--- config.mk ---
export PLATFORM = sky130hd
export DESIGN_NAME = entrada_debounce
export DESIGN_NICKNAME = d
export VERILOG_FILES = /design/src/rtl/entrada_debounce.sv
export SDC_FILE = /design/constraint.sdc
export NUM_CORES = 1
export LEC_CHECK = 0
export ABC_AREA = 1
export CAP_MARGIN = 20
export CORE_MARGIN = 3
export CORE_UTILIZATION = 45
export DETAILED_ROUTE_END_ITERATION = 10
export PLACE_DENSITY = 0.68
export SETUP_SLACK_MARGIN = 0.15
export SLEW_MARGIN = 15
export SYNTH_ARGS = -nofsm -noshare
export SYNTH_HDL_FRONTEND = slang
export SYNTH_SLANG_ARGS = --single-unit
export TNS_END_PERCENT = 1
--- constraint.sdc ---
create_clock -name clock -period 5.3 [get_ports clock]
set_clock_uncertainty 0.1 [all_clocks]
set_input_delay 0.795 -clock clock [delete_from_list [all_inputs] [get_ports clock]]
set_output_delay 0.795 -clock clock [all_outputs]
set_load 0.01 [all_outputs]
--- src/rtl/entrada_debounce.sv ---
// -----------------------------------------------------------------------------
// entrada_debounce
//
// Input peripheral that serves the processor's IN instruction. The user selects
// a word on the board switches and then presses the confirm button. While the
// processor waits, the block holds the processor with "stall". When the button
// press is accepted, the switch word is registered into "dado" and "pronto"
// pulses for one cycle.
//
// Input conditioning:
//   * botao_n and every interruptores bit pass through a 2-flop synchronizer.
//   * The button has a debounce counter. A level is accepted only after it has
//     stayed stable for DEBOUNCE_CYCLES consecutive cycles.
//   * Optional feature, enabled by the macro SWITCH_DEBOUNCE_EN: each switch
//     bit gets its own debounce counter, and the capture takes the debounced
//     word. Without the macro, the capture takes the synchronized word, and no
//     switch counters are built.
//
// Timing: a change on botao_n reaches the debounced level 2 + DEBOUNCE_CYCLES
// rising edges after it is applied. That is 2 edges for the synchronizer plus
// the debounce count. The accept/capture happens on that same edge.
// -----------------------------------------------------------------------------
module entrada_debounce #(
  parameter int WIDTH           = 16,
  parameter int DEBOUNCE_CYCLES = 500000
) (
  input  logic             clock,
  input  logic             reset,
  input  logic             botao_n,
  input  logic [WIDTH-1:0] interruptores,
  input  logic             req,
  output logic [WIDTH-1:0] dado,
  output logic             pronto,
  output logic             stall
);

  // Counter sizing. A counter must hold DEBOUNCE_CYCLES-1 and needs at least one bit.
  localparam int              CNT_W      = (DEBOUNCE_CYCLES > 1) ? $clog2(DEBOUNCE_CYCLES) : 1;
  localparam logic [CNT_W-1:0] CNT_RELOAD = CNT_W'(DEBOUNCE_CYCLES - 1);
  localparam logic [CNT_W-1:0] CNT_ZERO   = {CNT_W{1'b0}};
  localparam logic [CNT_W-1:0] CNT_ONE    = CNT_W'(1);

  // ---------------------------------------------------------------------------
  // Shared debounce step, used for the button and for each switch bit.
  //
  // While the synchronized level matches the accepted level, the counter sits
  // at its reload value. While the two differ, the counter runs down. The new
  // level is accepted on the cycle the counter is found at zero. A bounce back
  // to the accepted level reloads the counter, so the count starts again from
  // the top.
  //
  // The function returns {accepted_level, counter}.
  // ---------------------------------------------------------------------------
  function automatic logic [CNT_W:0] deb_next(input logic             sync_lvl,
                                              input logic             deb_lvl,
                                              input logic [CNT_W-1:0] cnt);
    logic [CNT_W:0] nxt;
    if (sync_lvl == deb_lvl) begin
      nxt = {deb_lvl, CNT_RELOAD};
    end else if (cnt == CNT_ZERO) begin
      nxt = {sync_lvl, CNT_RELOAD};
    end else begin
      nxt = {deb_lvl, cnt - CNT_ONE};
    end
    return nxt;
  endfunction

  // ---------------------------------------------------------------------------
  // Synchronizers
  // ---------------------------------------------------------------------------
  logic             btn_meta_r;
  logic             btn_sync_r;
  logic [WIDTH-1:0] sw_meta_r;
  logic [WIDTH-1:0] sw_sync_r;

  // Two-flop synchronizers; reset to "button released" (1) and switches 0.
  always_ff @(posedge clock or posedge reset) begin
    if (reset) begin
      btn_meta_r <= 1'b1;
      btn_sync_r <= 1'b1;
      sw_meta_r  <= {WIDTH{1'b0}};
      sw_sync_r  <= {WIDTH{1'b0}};
    end else begin
      btn_meta_r <= botao_n;
      btn_sync_r <= btn_meta_r;
      sw_meta_r  <= interruptores;
      sw_sync_r  <= sw_meta_r;
    end
  end

  // ---------------------------------------------------------------------------
  // Button debounce (active-low: 1 = released, 0 = pressed)
  // ---------------------------------------------------------------------------
  logic             btn_deb_n_r;
  logic [CNT_W-1:0] btn_cnt_r;
  logic             btn_press_s;

  // Debounced button level and its stability counter.
  always_ff @(posedge clock or posedge reset) begin
    if (reset) begin
      btn_deb_n_r <= 1'b1;
      btn_cnt_r   <= CNT_RELOAD;
    end else begin
      {btn_deb_n_r, btn_cnt_r} <= deb_next(btn_sync_r, btn_deb_n_r, btn_cnt_r);
    end
  end

  // A press is the edge on which the debounced level flips from released to
  // pressed. It is detected combinationally, so the FSM reacts on the same
  // edge that updates the debounced level.
  always_comb begin
    btn_press_s = 1'b0;
    if ((btn_sync_r != btn_deb_n_r) && (btn_cnt_r == CNT_ZERO) && !btn_sync_r) begin
      btn_press_s = 1'b1;
    end else begin
      btn_press_s = 1'b0;
    end
  end

  // ---------------------------------------------------------------------------
  // Switch word offered to the capture register
  // ---------------------------------------------------------------------------
  logic [WIDTH-1:0] capture_word_s;

`ifdef SWITCH_DEBOUNCE_EN
  logic [WIDTH-1:0] sw_deb_r;
  logic [CNT_W-1:0] sw_cnt_r [WIDTH];

  // Per-bit debounce of the synchronized switches.
  always_ff @(posedge clock or posedge reset) begin
    if (reset) begin
      sw_deb_r <= {WIDTH{1'b0}};
      for (int i = 0; i < WIDTH; i++) begin
        sw_cnt_r[i] <= CNT_RELOAD;
      end
    end else begin
      for (int i = 0; i < WIDTH; i++) begin
        {sw_deb_r[i], sw_cnt_r[i]} <= deb_next(sw_sync_r[i], sw_deb_r[i], sw_cnt_r[i]);
      end
    end
  end

  assign capture_word_s = sw_deb_r;
`else
  assign capture_word_s = sw_sync_r;
`endif

  // ---------------------------------------------------------------------------
  // Transfer FSM
  //   OCIOSO  : idle. A request moves to ESPERA. A press seen here is ignored.
  //   ESPERA  : processor stalled. A fresh press captures the word.
  //   ENTREGA : the one cycle in which pronto is high.
  //   SOLTA   : wait for the button to be released before re-arming.
  // ---------------------------------------------------------------------------
  typedef enum logic [1:0] {
    OCIOSO  = 2'd0,
    ESPERA  = 2'd1,
    ENTREGA = 2'd2,
    SOLTA   = 2'd3
  } estado_t;

  estado_t state_r;
  estado_t state_s;
  logic    capture_s;

  // State register.
  always_ff @(posedge clock or posedge reset) begin
    if (reset) begin
      state_r <= OCIOSO;
    end else begin
      state_r <= state_s;
    end
  end

  // Next-state logic and capture enable.
  always_comb begin
    state_s   = state_r;
    capture_s = 1'b0;
    case (state_r)
      OCIOSO: begin
        if (req) begin
          state_s = ESPERA;
        end else begin
          state_s = OCIOSO;
        end
      end
      ESPERA: begin
        // If the request is withdrawn, that wins over a press on the same edge.
        if (!req) begin
          state_s = OCIOSO;
        end else if (btn_press_s) begin
          state_s   = ENTREGA;
          capture_s = 1'b1;
        end else begin
          state_s = ESPERA;
        end
      end
      ENTREGA: begin
        state_s = SOLTA;
      end
      SOLTA: begin
        if (btn_deb_n_r) begin
          state_s = OCIOSO;
        end else begin
          state_s = SOLTA;
        end
      end
      default: begin
        state_s = OCIOSO;
      end
    endcase
  end

  // ---------------------------------------------------------------------------
  // Registered outputs, decoded from the next state so they line up with it.
  // ---------------------------------------------------------------------------
  logic [WIDTH-1:0] dado_r;
  logic             pronto_r;
  logic             stall_r;

  // Output registers. dado holds its value until the next capture.
  always_ff @(posedge clock or posedge reset) begin
    if (reset) begin
      dado_r   <= {WIDTH{1'b0}};
      pronto_r <= 1'b0;
      stall_r  <= 1'b0;
    end else begin
      pronto_r <= (state_s == ENTREGA);
      stall_r  <= (state_s == ESPERA);
      if (capture_s) begin
        dado_r <= capture_word_s;
      end else begin
        dado_r <= dado_r;
      end
    end
  end

  assign dado   = dado_r;
  assign pronto = pronto_r;
  assign stall  = stall_r;

endmodule

==> results of run 1 <==
## metrics by stage
stage	instances	instance area [µm²]	setup WS, ps	power (W)
3_5_place_dp	360	3200	2700	0.000631
4_1_cts	376	3370	3080	0.00102
2_1_floorplan	252	2790	2550	0.000610
3_3_place_gp	360	3200	2730	0.000630
5_1_grt	376	3370	2980	0.00106
6_report	376	3370	3090	0.00101
## worst max-delay path: stages
cell,delay (ps)
clkdlybuf4s50_1,450
inv_1,40
nor2_2,560
nand3_4,290
nand2_1,140
nand2_1,70
## flip-flops by register name, summed over array words and instances, names as in the netlist
signal          count
stall               1
btn_sync_r          1
state_r             2
sw_meta_r          16
pronto              1
btn_meta_r          1
dado               16
btn_cnt_r          19
capture_word_s     16
btn_deb_n_r         1
## power by group through the flow
stage                     registers [W]  clock network (W)  logic (W)
after CTS                      0.000588           0.000404  0.0000329
final                          0.000588           0.000392  0.0000316
after detailed placement       0.000598                  0  0.0000328
after floorplan                0.000596                  0  0.0000139
after global placement         0.000597                  0  0.0000322
after global routing           0.000589           0.000430  0.0000361
## routing by layer
layer / global-route usage, % / wire length (µm) / vias up
met5: 0 / 0 / -
met4: 5.76 / 75 / 0
met3: 4.81 / 203 / 7
met2: 23.3 / 2360 / 32
met1: 19.1 / 2190 / 860
li1: - / - / 884
## logic make-up after synthesis
logic type	Yosys count
and+or+nand+nor	141
DFF	74
buffers and inverters	21
xor gates and xnor gates	9
AOI/OAI and AO/OA	6
adders and majority gates	1
## worst max path at each step
stage	start	endpoint	slack [ps]
finish	req	dado[1]$_DFFE_PP0P_	3090
global route	req	dado[12]$_DFFE_PP0P_	2980
CTS	req	dado[1]$_DFFE_PP0P_	3080
detailed placement	req	dado[1]$_DFFE_PP0P_	2700
global placement	req	dado[9]$_DFFE_PP0P_	2730
floorplan	reset	btn_cnt_r[10]$_DFF_PP0_	2550
## layout by cell type, fill, tap and decap left out, drive strengths merged
cell type,instances
buf,1
nor2,39
xnor2,3
o21ai,4
clkbuf,10
inv,17
clkinv,2
nand4,16
a21oi,2
or2,1
xor2,6
nand3b,2
dfrtp,60
dfstp,14
clkdlybuf4s50,37
nand3,7
clkinvlp,3
ha,1
nand2,74
nor3,2
## final cells by class
| class | count | area [µm²] |
|---|---|---|
| multi-input cells | 157 | 795 |
| clock buffers | 10 | 138 |
| fillers | 528 | 2580 |
| flip-flops and latches | 74 | 1870 |
| well taps | 75 | 93.8 |
| clock inverters | 6 | 41.3 |
| inverters | 16 | 60.1 |
| repair buffers | 38 | 378 |
==> metrics.md, run 1 <==
| Metric | Value |
|---|---|
| Cell accounting for the most synthesized area | dfrtp_1 |
| Synth top cells by count | nand2_1 (71), dfrtp_1 (60), nor2_1 (30) |
| Largest family of logic cells by synthesized area | simple AND/OR/NAND/NOR gates |
| Reg2Reg Depth | 9 |
| R2r startpoint | btn_cnt_r[0]$_DFF_PP1_ |
| Comb pwr share | under 10% |
| F_max | around 450 MHz |
| Top post-synthesis cells by area | dfrtp_1 (54%), dfstp_2 (13%), nand2_1 (9.6%) |
| Syn nets | ~270 |
| First-pass GRT wire length | 8270 µm |
| Gate Count Post-Synth | 252 |
| Initial antenna violation count | 0 |
| Clock H-tree levels | 3 |
| ANT cells | 0 |
| WL per Instance | 12.8 µm |
| Library cells used by synthesis | 27 |
| CTS clock-pin slew for the worst setup and hold paths | roughly 80 ps |
| Synth Area in XOR/XNOR | ~2.8% |
| Vias in the first global route | about 1800 |
| Normalized max-slew margin | roughly 40% |
| Sequential element share of the synthesized area | between 60% and 70% |
| Drt pass-1 iters | 4 |
| Multiplexer share of the synthesized area | 0% |
| Flop pwr share | 58.1% |
| Sw Ratio | between 20% and 30% |
| Flop-to-flop setup slack | between 3000 and 4000 ps |
| Worst Tran Pin Value | roughly 880 ps |
| Startpoint Class | input pin |
| I/O Pins | 38 |
| Post-synthesis adder-cell area fraction | 0.449% |
| Row count | 28 |
| GR Util All Layers | between 10% and 20% |
| Post-CTS setup buffers | 0 |
| Final setup viols | 0 |
| Initial Util | 46.8% |
| Post-synth top area share | a little over half |
| Ys Warns | 0 |
| Die Ht | ~85 µm |
| Clock sinks | between 70 and 80 |
| PostCTS Resize Cnt | 0 |
| DRC viols | 0 |
| Synth Area in Compound Gates | approximately 1.1% |
| RSZ-0062 raised after global routing | false |
| Clock Path Buffers | 2 |
| Root Buffer | clkbuf_8 |
| Post-Syn Area | 2790 µm² |
| CP arrival | around 2300 ps |
| Synth Area in Simple Gates | 24.2% |
| GRT overflow | 0 |
| TritonCTS buffer count | 9 |
| Antenna Nets Post-Route | 0 |
| Period utilization | 41.8% |
| DP Wirelength | around 3400 µm |
| Number of synthesized register bits | between 70 and 80 |
| Worst-Skew Late Latency | 340 ps |
| GP Congestion | ~0.75 |
| WHS Path Cells | 0 |
| Pleak | ~1.6 nW |
| CP Class | in2reg |
| Crit path max fanout | 18 |
| Avg Cell Area, Syn | roughly 11 µm² |
| Number of max-cap violations | 0 |
| WHS | 250 ps |
| Core area | ~6000 µm² |
| Largest net degree at the start of global routing | 46 |
| Pwr/cell area | ~300 nW/µm² |
| Post-synth ARST share | 100% |
| Layout area overhead | 21.2% |
| CTS tree | yes |
| Switching Power | 0.000232 W |
| Worst setup EP type | flop |
| Vias per inst | between 4 and 5 |
| Fin. max-slew vios | 0 |
| Hold Violations, Final | 0 |
| Hold WC Path Type | reg2reg |
| Setup TNS | 0 ps |
| Die Width | 84.7 µm |
| Main synth FF type | dfrtp_1 |
| DR vias | 1783 |
| Port Buffers | 37 |
| Worst IR Drop VDD | 0.225 mV |
| CP Data Required Time | between 5000 and 6000 ps |
| Ratio of cells with drive above 1 in the final layout | 16.6% |
| Post-synth EDFFs | 0 |
| Reg2reg end | dado[1]$_DFFE_PP0P_ |
| Starting DRT DRC Count | 74 |
| Fin util | 56.7% |
| Nets | approximately 320 |
| WL final | ~4800 µm |
| Status | finished, final reports clean |
| Worst Hold Path EP | capture_word_s[11]$_DFF_PP0_ |
| Count leader, synth | nand2_1 |
| Clock power frac | approximately two fifths |
| Int Pwr | between 0.0007 and 0.0008 W |
| Min Tclk post-route | ~2200 ps |
| Worst Min Path Start | sw_meta_r[11]$_DFF_PP0_ |
| Hold_buf cts | 0 |
| Die area | 7170 µm² |
No activity file was read; power rests on OpenSTA's default activity.
==> run 2: changes to the inputs <==
==> constraint.sdc (replaced) <==
create_clock -name clock -period 2.1 [get_ports clock]
set_clock_uncertainty 0.1 [all_clocks]
set_input_delay 0.315 -clock clock [delete_from_list [all_inputs] [get_ports clock]]
set_output_delay 0.315 -clock clock [all_outputs]
set_load 0.01 [all_outputs]
==> metrics.md, run 2 (synthesis results as in run 1) <==
| Metric | Value |
|---|---|
| Initial Util | 46.8% (unchanged) |
| Most common cell after layout, fill and taps aside | nand2_1 (unchanged) |
| WHS | 249 ps (was 250 ps) |
| Reg2Reg Depth | 9 (unchanged) |
| Final worst slack | 261 ps (was 3090 ps) |
| Row count | 28 (unchanged) |
| Core area | 5960 µm² (unchanged) |
| Worst Tran Pin Value | 486 ps (was 881 ps) |
| CP arrival | 2030 ps (was 2340 ps) |
| Normalized max-slew margin | 67.5% (was 41.2%) |
| Die Ht | 84.7 µm (unchanged) |
| Largest net degree at the start of global routing | 75 (was 46) |
| Most frequent cells in the layout | nand2_1 (71), dfrtp_1 (60), clkdlybuf4s50_1 (37), nor2_1 (30), nand4_1 (16) (unchanged) |
| Root Buffer | clkbuf_8 (unchanged) |
| Post-Place Worst Slack | 171 ps (was 2700 ps) |
| ANT cells | 0 (unchanged) |
| DR vias | 1823 (was 1783) |
| Status | finished, final reports clean (unchanged) |
| Worst IR Drop VDD | 0.468 mV (was 0.225 mV) |
| First-pass GRT wire length | 8120 µm (was 8270 µm) |
| Clock H-tree levels | 3 (unchanged) |
| CTS clock-pin slew for the worst setup and hold paths | 80 ps (about the same) |
| Flop-to-flop setup slack | 260 ps (was 3310 ps) |
| CP Data Required Time | 2290 ps (was 5430 ps) |
| Vias in the first global route | 1775 (was 1772) |
| CP Class | reg2reg (was in2reg) |
| Number of max-cap violations | 0 (unchanged) |
| Period utilization | 87.6% |
| Antenna Nets Post-Route | 0 (unchanged) |
| Critical Path End | pronto$_DFF_PP0_ (was dado[1]$_DFFE_PP0P_) |
| Vias per inst | 4.78 (was 4.74) |
| Nets | 322 (was 317) |
| Crit path depth | 9 (was 6) |
| Slowest library cell on the worst path | dfstp_2 (was nor2_2) |
| Reg2reg end | pronto$_DFF_PP0_ (was dado[1]$_DFFE_PP0P_) |
| R2r startpoint | btn_cnt_r[0]$_DFF_PP1_ (unchanged) |
| DRC viols | 0 (unchanged) |
| Startpoint Class | flop (was input pin) |
| Pwr/cell area | 750 nW/µm² (was 300 nW/µm²) |
| CTS tree | yes (unchanged) |
| GP Congestion | 0.779 (was 0.754) |
| Die Width | 84.7 µm (unchanged) |
| Setup TNS | 0 ps (unchanged) |
| Fin util | 58.0% (was 56.7%) |
| WL per Instance | 12.9 µm (was 12.8 µm) |
| Layout area overhead | 23.9% (was 21.2%) |
| Worst setup EP type | flop (unchanged) |
| Max FFs per register | 19 (unchanged) |
| Hold Violations, Final | 0 (unchanged) |
| Hold_buf cts | 0 (unchanged) |
| Hold WC Path Type | reg2reg (unchanged) |
| Crit path largest cell delay | 390 ps (was 560 ps) |
| Ratio of cells with drive above 1 in the final layout | 18.0% (was 16.6%) |
| GR Util All Layers | 14.6% (was 14.8%) |
| F_max | 544 MHz |
| # fillers | 527 (was 528) |
| RSZ-0062 raised after global routing | true (was false) |
| WHS Path Cells | 0 (unchanged) |
| Clock Path Buffers | 2 (unchanged) |
| Largest delay share family, worst path | simple AND/OR/NAND/NOR gates (unchanged) |
| TritonCTS buffer count | 9 (unchanged) |
| Final setup viols | 0 (unchanged) |
| Starting DRT DRC Count | 120 (was 74) |
| Die area | 7170 µm² (unchanged) |
| I/O Pins | 38 (unchanged) |
| Crit path max fanout | 11 (was 18) |
| Min Tclk post-route | approximately 1800 ps |
| Clock sinks | 74 (unchanged) |
| DP Wirelength | 3210 µm (was 3370 µm) |
| Final cell count without fillers | 381 (was 376) |
| GRT overflow | 0 (unchanged) |
| Pleak | 1.59 nW (was 1.57 nW) |
| CP cell instances | inv_1 -> ha_1 -> nand2_2 -> nor2_4 -> nand2_4 -> nor2_8 -> nand3_4 -> buf_4 -> inv_2 (was clkdlybuf4s50_1 -> inv_1 -> nor2_2 -> nand3_4 -> nand2_1 -> nand2_1) |
| WL final | 4930 µm (was 4830 µm) |
| Largest Register | btn_cnt_r (unchanged) |
| Placed Cells | 362 (was 360) |
| Multi-input gate area | 823 µm² (was 795 µm²) |
| Drt pass-1 iters | 4 (unchanged) |
| Reg area | 1870 µm² (unchanged) |
| Port Buffers | 37 (unchanged) |
| Initial antenna violation count | 0 (unchanged) |
| Fin. max-slew vios | 0 (unchanged) |
| CP Buf/Inv Count | 3 (was 2) |
| Worst-Skew Late Latency | 340 ps (about the same) |
| Crit. Startpoint | btn_cnt_r[0]$_DFF_PP1_ (was req) |
==> run 2: cell count changes in the layout (fill, tap and decap cells not counted), sizes merged <==
cell | previous run | this run
buf | 1 | 4
nand3 | 7 | 8
inv | 17 | 16
nor2 | 39 | 40
clkbuf | 10 | 11
==> run 2: where the power goes <==
group          internal [W]  switching, W  leakage, nW
logic             0.0000402     0.0000442        0.599
clock network      0.000497      0.000527       0.0919
registers           0.00147     0.0000136        0.901
==> run 2: worst register-to-register path: cells and delay by family (launching register included) <==
| family | cells | cell delay, ps |
|---|---|---|
| and+or+nand+nor | 5 | 800 |
| DFF | 1 | 390 |
| buffers and inverters | 3 | 300 |
| adders and majority gates | 1 | 200 |
==> run 2: through the flow <==
step	power (W)	area (µm²)
final	0.00259	3450
after global routing	0.00271	3450
after CTS	0.00262	3420
after detailed placement	0.00160	3230
after global placement	0.00159	3230
after floorplan	0.00154	2790
==> run 2: per-layer routing <==
layer / up-vias / global-route usage, % / routed length [µm]
met5: - / 0 / 0
met3: 3 / 4.81 / 155
li1: 903 / - / -
met2: 31 / 21.4 / 2420
met4: 0 / 6.33 / 44
met1: 886 / 20.1 / 2320
==> run 2: how the worst min path moves through the flow <==
| stage | startpoint | to | slack [ps] |
|---|---|---|---|
| 3_3_place_gp | sw_meta_r[8]$_DFF_PP0_ | capture_word_s[8]$_DFF_PP0_ | 230 |
| 2_1_floorplan | botao_n | btn_meta_r$_DFF_PP1_ | 220 |
| 6_report | sw_meta_r[10]$_DFF_PP0_ | capture_word_s[10]$_DFF_PP0_ | 250 |
| 5_1_grt | botao_n | btn_meta_r$_DFF_PP1_ | 250 |
| 3_5_place_dp | sw_meta_r[12]$_DFF_PP0_ | capture_word_s[12]$_DFF_PP0_ | 230 |
| 4_1_cts | sw_meta_r[5]$_DFF_PP0_ | capture_word_s[5]$_DFF_PP0_ | 250 |
==> run 2: area by class of cell <==
type,instances,area share (%)
flip-flops and latches,74,54.1
multi-input cells,159,23.8
clock inverters,5,1.09
inverters,16,1.85
repair buffers,41,12.0
well taps,75,2.72
clock buffers,11,4.39
==> run 2: timing repair <==
item                                    4_1_cts  5_1_grt
buffers inserted                              0        1
hold endpoints to repair                      0        0
endpoints found under the setup margin        0       17
gates resized for setup                       0        1
